### config.mk
export PLATFORM = sky130hd
export DESIGN_NAME = ddr_clock_gen
export DESIGN_NICKNAME = d
export VERILOG_FILES = /design/src/rtl/ddr_clock_gen_chan.sv /design/src/rtl/ddr_out.sv /design/src/rtl/ddr_clock_gen.sv
export SDC_FILE = /design/constraint.sdc
export NUM_CORES = 1
export LEC_CHECK = 0
export CAP_MARGIN = 20
export CORE_ASPECT_RATIO = 1.75
export CORE_MARGIN = 1
export CORE_UTILIZATION = 60
export DETAILED_ROUTE_END_ITERATION = 10
export PLACE_DENSITY = 0.84
export RECOVER_POWER = 25
export SLEW_MARGIN = 10
export SYNTH_ARGS = -nofsm -noshare
export SYNTH_HDL_FRONTEND = slang
export SYNTH_SLANG_ARGS = --single-unit
### constraint.sdc
create_clock -name clk_x5 -period 5.05 [get_ports clk_x5]
set_input_delay 0.7575 -clock clk_x5 [delete_from_list [all_inputs] [get_ports clk_x5]]
set_output_delay 0.7575 -clock clk_x5 [all_outputs]
set_load 0.1 [all_outputs]
### src/rtl/ddr_clock_gen_chan.sv
// One output clock channel: phase offset, pattern lookup, registered bit pair, p/n ddr_out legs.
// Latency: 1 cycle from ph to ddr_out inputs plus ddr_out latency; no backpressure.
module ddr_clock_gen_chan #(
    parameter int RATIO     = 10,
    parameter int HIGH_BITS = RATIO / 2,
    parameter int PW        = $clog2(RATIO)
) (
    input  logic          clk_x5,
    input  logic          rst_n_x5,
    input  logic [PW-1:0] ph,
    input  logic          emit,
    input  logic          step_vld,
    input  logic          step_dir,
    output logic          qp,
    output logic          qn
);

    localparam int            SW      = PW + 1;
    localparam logic [SW-1:0] RATIO_S = SW'(RATIO);
    localparam logic [SW-1:0] HIGH_S  = SW'(HIGH_BITS);
    localparam logic [PW-1:0] OFF_MAX = PW'(RATIO - 1);

    logic [PW-1:0] off;
    logic [SW-1:0] sum_rise;
    logic [SW-1:0] sum_fall;
    logic [SW-1:0] idx_rise;
    logic [SW-1:0] idx_fall;
    logic          p_rise;
    logic          p_fall;

    always_ff @(posedge clk_x5 or negedge rst_n_x5) begin
        if (!rst_n_x5) begin
            off <= '0;
        end else if (step_vld) begin
            if (step_dir) begin
                off <= (off == OFF_MAX) ? '0 : off + PW'(1);
            end else begin
                off <= (off == '0) ? OFF_MAX : off - PW'(1);
            end
        end
    end

    // Sums never reach 2*RATIO, so one conditional subtract wraps them.
    always_comb begin
        sum_rise = {1'b0, ph} + {1'b0, off};
        sum_fall = sum_rise + SW'(1);
        idx_rise = (sum_rise >= RATIO_S) ? sum_rise - RATIO_S : sum_rise;
        idx_fall = (sum_fall >= RATIO_S) ? sum_fall - RATIO_S : sum_fall;
    end

    always_ff @(posedge clk_x5 or negedge rst_n_x5) begin
        if (!rst_n_x5) begin
            p_rise <= 1'b0;
            p_fall <= 1'b0;
        end else begin
            p_rise <= emit & (idx_rise < HIGH_S);
            p_fall <= emit & (idx_fall < HIGH_S);
        end
    end

    ddr_out u_ddr_p (
        .clk_x5   (clk_x5),
        .rst_n_x5 (rst_n_x5),
        .d_rise   (p_rise),
        .d_fall   (p_fall),
        .q        (qp)
    );

    ddr_out u_ddr_n (
        .clk_x5   (clk_x5),
        .rst_n_x5 (rst_n_x5),
        .d_rise   (~p_rise),
        .d_fall   (~p_fall),
        .q        (qn)
    );

endmodule

### src/rtl/ddr_out.sv
// Output DDR cell: both halves captured on the rising edge, rise bit driven while clk_x5 is high.
// Latency: 1 cycle from d_rise/d_fall to q; no backpressure.
module ddr_out (
    input  logic clk_x5,
    input  logic rst_n_x5,
    input  logic d_rise,
    input  logic d_fall,
    output logic q
);

    logic rise_q;
    logic fall_q;

    always_ff @(posedge clk_x5 or negedge rst_n_x5) begin
        if (!rst_n_x5) begin
            rise_q <= 1'b0;
            fall_q <= 1'b0;
        end else begin
            rise_q <= d_rise;
            fall_q <= d_fall;
        end
    end

    assign q = clk_x5 ? rise_q : fall_q;

endmodule

### src/rtl/ddr_clock_gen.sv
// Phase-locked pseudo-differential clock generator: shared phase counter, run/stop FSM, phase-step handshake.
// Latency: 1 cycle to ddr_out inputs, starts/stops on pattern boundaries; steps while phase_busy are dropped.
module ddr_clock_gen #(
    parameter int  RATIO         = 10,
    parameter int  HIGH_BITS     = RATIO / 2,
    parameter int  N_CHAN        = 1,
    parameter bit  START_RUNNING = 1'b1,
    parameter int  PW            = $clog2(RATIO),
    localparam int CW            = (N_CHAN > 1) ? $clog2(N_CHAN) : 1
) (
    input  logic              clk_x5,
    input  logic              rst_n_x5,
    input  logic              en,
    output logic              active,
    input  logic              phase_step,
    input  logic              phase_dir,
    input  logic [CW-1:0]     phase_chan,
    output logic              phase_busy,
    output logic [N_CHAN-1:0] qp,
    output logic [N_CHAN-1:0] qn
);

    generate
        if (RATIO < 4 || (RATIO / 2) * 2 != RATIO || HIGH_BITS < 1 ||
            HIGH_BITS > RATIO - 1 || N_CHAN < 1) begin : g_bad_param
            $error("ddr_clock_gen: illegal RATIO, HIGH_BITS or N_CHAN");
        end
    endgenerate

    typedef enum logic [1:0] {
        STOPPED  = 2'd0,
        STARTING = 2'd1,
        RUNNING  = 2'd2,
        STOPPING = 2'd3
    } state_t;

    localparam logic [PW-1:0] PH_LAST = PW'(RATIO - 2);

    state_t        state_q;
    state_t        state_d;
    logic [PW-1:0] ph;
    logic          ph_first;
    logic          ph_last;
    logic          emit;

    logic          step_acc;
    logic          step_apply;
    logic          step_pend;
    logic          step_dir_q;
    logic [CW-1:0] step_chan_q;
    logic          apply_dir;
    logic [CW-1:0] apply_chan;

    assign ph_first = (ph == '0);
    assign ph_last  = (ph == PH_LAST);

    always_ff @(posedge clk_x5 or negedge rst_n_x5) begin
        if (!rst_n_x5) begin
            ph <= '0;
        end else begin
            ph <= ph_last ? '0 : ph + PW'(2);
        end
    end

    always_ff @(posedge clk_x5 or negedge rst_n_x5) begin
        if (!rst_n_x5) begin
            state_q <= START_RUNNING ? RUNNING : STOPPED;
        end else begin
            state_q <= state_d;
        end
    end

    always_comb begin
        state_d = state_q;
        case (state_q)
            STOPPED:  if (en) state_d = STARTING;
            STARTING: if (!en) state_d = STOPPED;
                      else if (ph_first) state_d = RUNNING;
            RUNNING:  if (!en) state_d = STOPPING;
            STOPPING: if (en) state_d = RUNNING;
                      else if (ph_last) state_d = STOPPED;
            default:  state_d = STOPPED;
        endcase
    end

    // The boundary pair in STARTING is the first emitted one, but only if en is still held.
    always_comb begin
        active = (state_q == RUNNING) || (state_q == STOPPING);
        emit   = active || ((state_q == STARTING) && en && ph_first);
    end

    // Offsets change on the edge into ph==0 so every period uses a single offset.
    assign step_acc   = phase_step & ~phase_busy;
    assign apply_dir  = step_acc ? phase_dir  : step_dir_q;
    assign apply_chan = step_acc ? phase_chan : step_chan_q;
    assign step_apply = (step_acc | step_pend) & ph_last;

    always_ff @(posedge clk_x5 or negedge rst_n_x5) begin
        if (!rst_n_x5) begin
            step_pend   <= 1'b0;
            step_dir_q  <= 1'b0;
            step_chan_q <= '0;
            phase_busy  <= 1'b0;
        end else begin
            if (step_acc) begin
                step_dir_q  <= phase_dir;
                step_chan_q <= phase_chan;
            end
            if (step_apply) begin
                step_pend <= 1'b0;
            end else if (step_acc) begin
                step_pend <= 1'b1;
            end
            if (step_acc) begin
                phase_busy <= 1'b1;
            end else if (phase_busy && ph_first && !step_pend) begin
                phase_busy <= 1'b0;
            end
        end
    end

    for (genvar c = 0; c < N_CHAN; c++) begin : g_chan
        ddr_clock_gen_chan #(
            .RATIO     (RATIO),
            .HIGH_BITS (HIGH_BITS),
            .PW        (PW)
        ) u_chan (
            .clk_x5   (clk_x5),
            .rst_n_x5 (rst_n_x5),
            .ph       (ph),
            .emit     (emit),
            .step_vld (step_apply && (apply_chan == CW'(c))),
            .step_dir (apply_dir),
            .qp       (qp[c]),
            .qn       (qn[c])
        );
    end

endmodule
* Word level (Yosys, flattened, before mapping)
Index checks and enable logic that the tools add are counted.
Storage, ports and cells: flip-flop bits (word level) 20, output and inout bits 4, latch bits 0, word-level logic and storage cells 77, memories 0, bits in read-only memories 0, bits in writable memories 0
Cells by class: reduce and logical (&&, ||, !) cells 14, bitwise logic cells 9, $lt $le $gt $ge 4, $add $sub $neg 7, div/mod/pow operators 0, equal/unequal tests 9, mux-type cells 21, shifts and indexed selects 0, $mul 0
Operators with widths (number):
- two-way mux 4 bit | 4
- two-way mux 2 bit | 6
- greater-or-equal comparator 5 x 4 -> 1 bit (second input constant) | 2
- < comparator 5 x 3 -> 1 bit (second input constant) | 2
- two-way mux 5 bit | 2
- subtractor 5 x 4 -> 5 bit (second input constant) | 2
- == test 4 bit (second input constant) | 2
- logical NOT 4 bit | 2
- two-way mux 1 bit | 8
- case mux 2 bit (4 select lines) | 1
- != test 3 bit (second input constant) | 2
- adder 4 x 4 -> 5 bit | 1
- adder 5 x 1 -> 5 bit (second input constant) | 1
- logical AND 1 bit | 5
- adder 4 x 1 -> 4 bit (second input constant) | 1
- adder 4 x 2 -> 4 bit (second input constant) | 1
- bitwise AND 1 bit | 4
- == test 2 bit (second input constant) | 2
- != test 2 bit (second input constant) | 2
- inverter 1 bit | 4
- AND reduction 4 bit | 1
- nonzero test 2 bit | 2
- subtractor 4 x 1 -> 4 bit (second input constant) | 1
- == test 2 x 1 -> 1 bit (second input constant) | 1
- 4 further kinds | 5

* Logic depth before layout (Yosys ltp)
depth in word-level cells 6, gate-level depth with buffers 10, depth with buffers taken out 9

* Modules after synthesis
A second synthesis with hierarchy kept.
Unflattened totals: cells, all modules 154, area total of the unflattened synthesis 1445.1 µm²
Modules (own cells, without submodules):
- ddr_clock_gen_chan | cells each 110, area an instance 869.6 µm², sequential area each 150.1 µm², instances 1
- ddr_clock_gen | cells each 38, area an instance 445.4 µm², sequential area each 226.5 µm², instances 1
- ddr_out | cells each 3, area an instance 65.1 µm², sequential area each 50.0 µm², instances 2

==> qor.csv <==
stage,metric,value,unit
clock_network,ctsResizeCount,0,
setup_path,path_buf_inv,3,
setup_path,worstPathArrival,4.10,ns
yosys,async_flop_share,100.0,%
drt,avgRoutedWirePerCell,17.01,µm
yosys,synthMuxAreaShare,4.581,%
yosys,synth_fp_nets,161,
setup_path,max_stage_delay,1.13,ns
global_routing,grt_overflow,0,
yosys,synth_top_family_by_area,compound AO/OA/AOI/OAI gates,
clock_network,insertion_delay,0.36,ns
setup_path,cpMaxStageDelayCell,clkdlybuf4s50_1,
drt,wirelength,3095,µm
final_layout,num_antenna_cells,0,
final_layout,design_area,1599,µm²
setup_path,end_kind,output port,
place,gp_congestion,0.8594,
drt,drc,1,
hold_path,min_path_type,reg2reg,
status,status,"complete, but fails checks",
clock_network,post_cts_buffers,0,
yosys,synth-simple-area-share,18.24,%
place,dpl.hpwl,2189,µm
timing,slew_headroom,34.38,%
yosys,synth_compound_area_share,23.00,%
clock_network,path_clk_slew,0.07,ns
setup_path,cp_max_fo,2,
status,violations,design-rule violations,
final_layout,final_common_cell,dfrtp_1,
yosys,ys.flop_type,dfrtp_1,
final_layout,layout-drive-gt1-share,13.38,%
yosys,syn_inst,145,
global_routing,grt_pass1_wl,4740,µm
drt,viasPerCell,6.516,
setup_path,cp_top_family,buffers and inverters,
setup_path,worst_setup_path_start_kind,clock port,
setup_path,worstSetupPathType,clk2out,
timing,worst_clock_skew,0.001048,ns
yosys,netlist_area,1420,µm²
floorplanning,core_area,2273,µm²
floorplanning,initial_core_util,62.47,%
setup_path,crit_top_cell,clkbuf_8,
yosys,yosys.area_share.adder,8.811,%
floorplanning,die_y,66.36,µm
final_layout,final_cell_mix,"18 x dfrtp_1, 11 x nor2_1, 11 x a21oi_1, 10 x ha_1, 9 x inv_1",
clock_network,ctsHoldBuffers,0,
drt,antenna_left,0,
yosys,synth_warnings,0,
drt,num_vias,1186,
run,maxCapViolCount,0,
drt,drt_iter0_markers,53,
timing,grt_setup_unrepaired,no,
global_routing,grt_use_total,26.37,%
setup_path,crit_chain,clkbuf_8 -> clkbuf_8 -> mux2_2 -> clkdlybuf4s50_1,
floorplanning,die-area,2573,µm²
global_routing,antenna_found_initial,0,
floorplanning,die_x,38.78,µm
yosys,syn_avg_cell_area,9.794,µm²
power_and_ir_drop,p_per_area,544.6,nW/µm²
power_and_ir_drop,p_leak,0.6719,nW
power_and_ir_drop,irDropWorstVdd,0.3599,mV
place,portBuffers,9,
timing,finalSetupTns,0,ns
yosys,ys_types,53,
global_routing,grt_pass1_vias,1213,
global_routing,grt_max_degree,20,
setup_path,crit_required,4.29,ns
place,place_area,1500,µm²
yosys,synth_edf_count,0,
clock_network,cts_tree,done,
final_layout,nNetsFinal,174,
timing,drv_slew,0,
timing,tightest_slew,0.9813,ns
drt,firstDrtPassIters,7,
timing,finalHoldViolCount,0,
timing,setup_viol,0,
floorplanning,io_pins,10,
yosys,synthXorXnorAreaFrac,6.256,%
yosys,ys_seq_elements,19,
yosys,synth.yosys.seq_area_share,33.57,%
final_layout,area_growth,12.60,%
floorplanning,rows,23,
==> cells in the mapped netlist (2+ instances only) <==
cell type | number | area (µm²)
xnor2_1 | 5 | 43.79
a21oi_1 | 11 | 55.05
a21o_1 | 3 | 22.52
nor3_1 | 3 | 15.01
nand2_1 | 8 | 30.03
nand3_1 | 2 | 10.01
mux2_2 | 4 | 45.04
o21ai_0 | 5 | 25.02
and3_1 | 2 | 12.51
mux2i_1 | 2 | 20.02
clkbuf_1 | 2 | 7.510
nand4bb_1 | 2 | 22.52
dfrtp_1 | 18 | 450.4
nor2_1 | 11 | 41.29
nand2b_1 | 4 | 25.02
inv_1 | 9 | 33.78
ha_1 | 10 | 125.1
xnor3_1 | 2 | 45.04
a31oi_1 | 5 | 31.28
o31ai_1 | 2 | 15.01
buf_6 | 3 | 33.78
==> cell type report <==
class,instances,area (µm²)
clock buffer,9,116.4
clock inverter,1,5.005
fill,165,674.4
inverter,10,37.54
multi-input combinational,111,862.1
sequential,19,476.7
tap,25,31.28
timing repair buffer,7,70.07
==> worst register-to-register path: stages, from the launching register on <==
cell      delay (ns)
dfrtp_1         0.48
ha_1            0.49
xnor2_1         0.32
inv_1           0.10
ha_1            0.19
nand2_1         0.06
xnor3_1         0.27
nor3_1          0.21
mux2i_1         0.11
a211oi_2        0.20
==> cells by family (layout without fill, tap and decap cells) <==
logic type | after synthesis | after routing
and+or+nand+nor | 45 | 45
AOI/OAI and AO/OA | 43 | 43
DFF | 19 | 19
buffers and inverters | 15 | 27
adders and majority gates | 10 | 10
xor gates and xnor gates | 7 | 7
muxes | 6 | 6
==> flip-flops by register name (all words and copies together) (netlist names) <==
signal,cells
g_chan.u_chan.u_ddr_n.rise_q,1
g_chan.u_chan.u_ddr_p.fall_q,1
g_chan.u_chan.u_ddr_n.fall_q,1
state_q,2
phase_busy,1
g_chan.u_chan.p_fall,1
step_pend,1
g_chan.u_chan.u_ddr_p.rise_q,1
ph,3
g_chan.u_chan.off,4
step_chan_q,1
g_chan.u_chan.p_rise,1
step_dir_q,1
==> per-stage QoR <==
| stage | cells | power (mW) | hold slack (ns) | util, % | setup WS, ns |
|---|---|---|---|---|---|
| 3_3_place_gp | 174 | 0.6464 | 0.3567 | 65.99 | 0.4609 |
| 5_1_grt | 182 | 0.9230 | 0.3874 | 70.34 | 0.1667 |
| 2_1_floorplan | 145 | 0.5938 | 0.3537 | - | 1.222 |
| 6_report | 182 | 0.8709 | 0.3795 | 70.34 | 0.1892 |
| 4_1_cts | 182 | 0.8665 | 0.3802 | 70.45 | 0.1820 |
| 3_5_place_dp | 174 | 0.6728 | 0.3643 | 65.99 | 0.4609 |
==> layer usage <==
| metal | global-route usage [%] | vias up | wire [µm] |
|---|---|---|---|
| met5 | 0 | - | 0 |
| met4 | 19.83 | 0 | 78 |
| met3 | 4.714 | 12 | 103 |
| met2 | 47.08 | 39 | 1742 |
| met1 | 24.15 | 582 | 1170 |
| li1 | - | 553 | - |
==> report_power, final <==
group	switching [mW]	internal (mW)	total, mW
Clock	0.127	0.143	0.271
Sequential	0.0441	0.183	0.227
Combinational	0.212	0.161	0.373
Total	0.383	0.488	0.871
==> worst paths after layout <==
kind,start,to,slack (ns),cells past startpoint
setup / recovery,clk_x5,qn,0.19,4
hold / removal,g_chan[0].u_chan.p_fall,g_chan[0].u_chan.u_ddr_p.fall_q,0.38,0
setup reg to reg,g_chan[0].u_chan.off[2],g_chan[0].u_chan.p_fall,2.52,9
hold reg to reg,g_chan[0].u_chan.p_fall,g_chan[0].u_chan.u_ddr_p.fall_q,0.38,0
max in group asynchronous,rst_n_x5,ph[3],3.68,1
min in group asynchronous,rst_n_x5,g_chan[0].u_chan.off[1],0.87,1
Note: power is estimated with default switching activity, not from simulation.
